`src/rtl/decoder_pulse_seq.sv`:
```
// decoder_pulse_seq: handshaked N-to-OUT_W decoder that holds a one-hot/thermometer pattern for HOLD cycles, then idles GAP cycles
module decoder_pulse_seq #(
  parameter int N = 4,
  parameter int OUT_W = 16,
  parameter int HOLD = 4,
  parameter int GAP = 1,
  parameter bit ACTIVE_LOW = 1'b0
) (
  input  logic             clk,
  input  logic             rst,
  input  logic             in_valid,
  output logic             in_ready,
  input  logic [N-1:0]     in_code,
  input  logic [1:0]       in_mode,
  input  logic             in_en,
  input  logic             flush,
  output logic [OUT_W-1:0] out,
  output logic             out_valid,
  output logic             busy,
  output logic             err
);
  localparam int MX = HOLD > GAP ? HOLD : GAP;
  localparam int CW = $clog2(MX + 1);
  localparam logic [OUT_W-1:0] INACT = {OUT_W{ACTIVE_LOW}};
  typedef enum logic [1:0] {S_IDLE, S_ACTIVE, S_GAP} state_t;
  state_t r_state, w_nstate;
  logic [CW-1:0] r_cnt, w_ncnt;
  logic [OUT_W-1:0] r_out, w_nout, w_one, w_pat;
  logic r_err, w_nerr, w_acc, w_bad;
  always_comb begin
    w_acc = in_valid && r_state == S_IDLE;
    w_bad = 32'(in_code) >= OUT_W || in_mode == 2'b11;
    w_one = OUT_W'(1) << in_code;
    w_pat = INACT ^ (in_mode == 2'b00 ? w_one :
                     in_mode == 2'b01 ? (w_one << 1) - OUT_W'(1) : ~(w_one - OUT_W'(1)));
    w_nerr = w_acc && in_en && w_bad;
    w_nstate = r_state;
    w_ncnt = r_cnt;
    w_nout = r_out;
    if (r_state == S_IDLE) begin
      if (w_acc && in_en && !w_bad) begin
        w_nstate = S_ACTIVE;
        w_ncnt = CW'(HOLD - 1);
        w_nout = w_pat;
      end
    end else if (flush) begin
      w_nstate = S_IDLE;
      w_ncnt = '0;
      w_nout = INACT;
    end else if (r_cnt != '0) begin
      w_ncnt = r_cnt - CW'(1);
    end else if (r_state == S_ACTIVE && GAP > 0) begin
      w_nstate = S_GAP;
      w_ncnt = CW'(GAP - 1);
      w_nout = INACT;
    end else begin
      w_nstate = S_IDLE;
      w_nout = INACT;
    end
  end
  always_ff @(posedge clk or posedge rst) begin
    if (rst) begin
      r_state <= S_IDLE;
      r_cnt <= '0;
      r_out <= INACT;
      r_err <= 1'b0;
    end else begin
      r_state <= w_nstate;
      r_cnt <= w_ncnt;
      r_out <= w_nout;
      r_err <= w_nerr;
    end
  end
  assign in_ready = r_state == S_IDLE;
  assign out = r_out;
  assign out_valid = r_state == S_ACTIVE;
  assign busy = r_state != S_IDLE;
  assign err = r_err;
endmodule
```
`config.mk`:
```
export PLATFORM = sky130hd
export DESIGN_NAME = decoder_pulse_seq
export DESIGN_NICKNAME = d
export VERILOG_FILES = /design/src/rtl/decoder_pulse_seq.sv
export SDC_FILE = /design/constraint.sdc
export NUM_CORES = 1
export LEC_CHECK = 0
export BUFFER_PORTS_ARGS = -buffer_cell sky130_fd_sc_hd__clkbuf_2
export CAP_MARGIN = 20
export CORE_MARGIN = 8
export CORE_UTILIZATION = 45
export CTS_CLUSTER_DIAMETER = 60
export CTS_CLUSTER_SIZE = 20
export DETAILED_ROUTE_END_ITERATION = 12
export PLACE_DENSITY = 0.7
export SYNTH_ARGS = -nofsm -noshare
export SYNTH_HDL_FRONTEND = slang
export SYNTH_SLANG_ARGS = --single-unit
```
`constraint.sdc`:
```
create_clock -name clk -period 1.73 [get_ports clk]
set_clock_uncertainty 0.1 [all_clocks]
set_input_delay 0.173 -clock clk [delete_from_list [all_inputs] [get_ports clk]]
set_output_delay 0.173 -clock clk [all_outputs]
set_load 0.03 [all_outputs]
```
==> reports/metrics.yaml <==
outcome: "completed"
synthTopCellsByArea: "dfrtp_1 37%, o2bb2ai_1 4.7%, a21oi_1 4.4%"
finalSetupViolCount: 0
worst_hold_path_type: "in2reg"
required_ns: 1.86
ys.flop_type: "dfrtp_1"
synth_top_area_cell: "dfrtp_1"
initial_core_util_pct: 45.8
p_int_w: 0.00125
leakagePower_nw: 0.916
finalNetCount: 234
combPwrFrac_pct: 46.4
syn_area_um2: 1490
p_per_area_nw_per_um2: 1050
post-route-util_pct: 60.3
cp_max_fo: 4
h-tree-depth: 1
die_w_um: 73.6
hp-start: "in_valid"
die_h_um: 73.6
syn_to_final_growth_pct: 31.5
maxSlewHeadroom_pct: 73.7
hold_end: "err"
tns_ns: 0
rsz0062_at_grt: "true"
drtAntennaViolNets: 0
netlist.area_leader.share_pct: 36.9
numCtsBuffers: 3
reg2reg_from: "r_cnt[0]"
core_um2: 3260
clk_latency_ns: 0.32
worst_setup_path_end_kind: "flop"
layout_min_cycle_time_ns: 1.67
cts.sinks: 22
drcViolationCount: 0
slew_viol_final: 0
ys_warn_count: 0
power_frac_seq_pct: 34.0
vias_per_cell: 5.59
drt-total-wl_mm: 4.15
swShare_pct: 39.5
worst-r2r-cell-count: 6
grt_use_total_pct: 16.1
place_congestion: 0.815
clkPwrFrac_pct: 19.5
crit_type: "reg2reg"
synth-seq-cells: 22
timing.reg2reg.setup_slack_ns: 0.06
avgSynthCellArea_um2: 8.89
max-vdd-ir-drop_mv: 0.628
seq_area_frac_synth_pct: 36.9
reg2reg_to: "out[1]"
grt_overflow: 0
grt_max_degree: 23
row_count: 21
die-area_um2: 5420
p_switching_w: 0.000817
fmax_ghz: 0.600
ios: 31
num_vias: 1481
drive_gt1_share_pct: 37.4
grt_pass1_wl_mm: 6.91
first_pass_iters: 4
grt_pass1_vias: 1487
numPortBuffers: 30
synth.distinct_cells: 50
cts_buffer_depth: 2
n_antenna_cell: 0
cp.arrival_ns: 1.80
cts_tree: "built"
place_hpwl_mm: 3.09
cp-start-kind: "flop"
drt-initial-drc-count: 101
clockRootBuffer: "clkbuf_4"
hold_violations: 0
maxCapViolations: 0
fin_crit_sh_pct: 96.3
synth_cells: 168
wl_per_cell_um: 15.6
async_flop_share_pct: 100
clk_pin_slew_ns: 0.13
antenna_found_initial: 0
worst_slew_pin_slew_ns: 0.393
synth_nets: 182
hold_depth: 3
synth-edff-count: 0
hold_ws_ns: 0.0704
worst max path at each step:
| stage | slack, ns | cells past startpoint | to | start |
|---|---|---|---|---|
| global placement | -0.1 | 8 | out[6] | in_code[1] |
| detailed placement | -0.15 | 8 | out[6] | in_code[1] |
| global route | -0.04 | 6 | r_cnt[2] | r_cnt[0] |
| finish | 0.06 | 6 | out[1] | r_cnt[0] |
| floorplan | -0.07 | 9 | out[7] | in_code[0] |
| CTS | 0.02 | 6 | out[1] | r_cnt[0] |
synth_stat cells (all sizes together) (2+ instances only):
cell type,instances
buf,10
dfrtp,22
or3,3
inv,7
a32o,3
nand2b,2
o211ai,2
o22ai,2
a21o,2
o2bb2ai,8
and2,2
o31ai,2
a31oi,4
a221o,2
a21oi,13
nor3b,4
nor2,15
or2,2
nor3,6
ha,3
clkbuf,4
o21ai,6
xnor2,2
nand2,17
nor2b,3
mux2i,2
per-stage QoR:
| stage | setup WS, ns | area [um2] | instances | power [W] |
|---|---|---|---|---|
| after detailed placement | -0.148 | 1830 | 254 | 0.00159 |
| final | 0.0635 | 1960 | 265 | 0.00207 |
| after global routing | -0.0368 | 1960 | 265 | 0.00218 |
| after CTS | 0.0240 | 1900 | 259 | 0.00201 |
| after global placement | -0.0975 | 1830 | 254 | 0.00155 |
| after floorplan | -0.0690 | 1540 | 168 | 0.00131 |
layer usage:
layer	wire length [um]	up-vias	part of all wire (%)	GRT usage, %
met5	0	-	0	0
met4	37	0	0.89	5.10
met3	276	4	6.7	4.37
met2	2060	55	50	25.9
met1	1770	700	43	20.2
li1	-	722	-	-
kinds of logic after synthesis:
family          after synthesis  share of synthesized area [%]
compound gates               57                           27.7
xor+xnor                      2                           1.17
fa+ha+maj                     3                           2.51
buf+inv                      22                           8.47
flops                        22                           36.9
mux                           2                           1.34
simple gates                 60                           21.9
cell usage in the layout, fill, tap and decap left out, drive strengths merged, types with 2 or more instances in the layout:
cell type,netlist,routed
nand2b,2,2
or3,3,3
o21ai,6,6
or2,2,2
inv,7,7
a32o,3,3
xnor2,2,2
o2bb2ai,8,8
o211ai,2,2
dlygate4sd3,0,2
mux2i,2,2
ha,3,3
nor2b,3,3
o22ai,2,2
a21o,2,2
nor3b,4,4
nand2,17,17
dfrtp,22,22
clkbuf,4,33
a21oi,13,13
buf,10,29
and2,2,2
a31oi,4,4
nor2,15,15
nor3,6,6
o31ai,2,2
a221o,2,2
power groups by stage:
stage	clock, W	sequential, W	combinational (W)
final	0.000404	0.000704	0.000960
after global routing	0.000431	0.000718	0.00103
after CTS	0.000410	0.000704	0.000895
after detailed placement	0	0.000707	0.000882
after global placement	0	0.000700	0.000854
after floorplan	0	0.000871	0.000442
critical path: stages, from the launching register on:
cell and delay [ns]:
dfrtp_1 0.44, nor2_2 0.16, ha_2 0.21, nor3_2 0.05, or2_4 0.25, buf_6 0.12
a22o_2 0.24
final cells by class:
| class | instances | area [um2] |
|---|---|---|
| flip-flops and latches | 22 | 551 |
| inverters | 8 | 42.5 |
| clock buffers | 3 | 22.5 |
| multi-input cells | 124 | 852 |
| well taps | 46 | 57.6 |
| clock inverters | 1 | 30.0 |
| repair buffers | 61 | 408 |
| fillers | 318 | 1290 |
flip-flops by register name, summed over array words and instances, names as in the netlist:
register,count
r_state,2
err,1
r_cnt,3
out,16
what timing repair did:
action                                  in CTS  in global routing
gates resized for setup                      4                  6
setup buffers                                0                  5
endpoints found under the setup margin      16                 18
hold buffers                                 1                  1
pin swaps                                    0                  5
endpoints found under the hold margin       22                  1
Note: power is estimated with default switching activity, not from simulation.
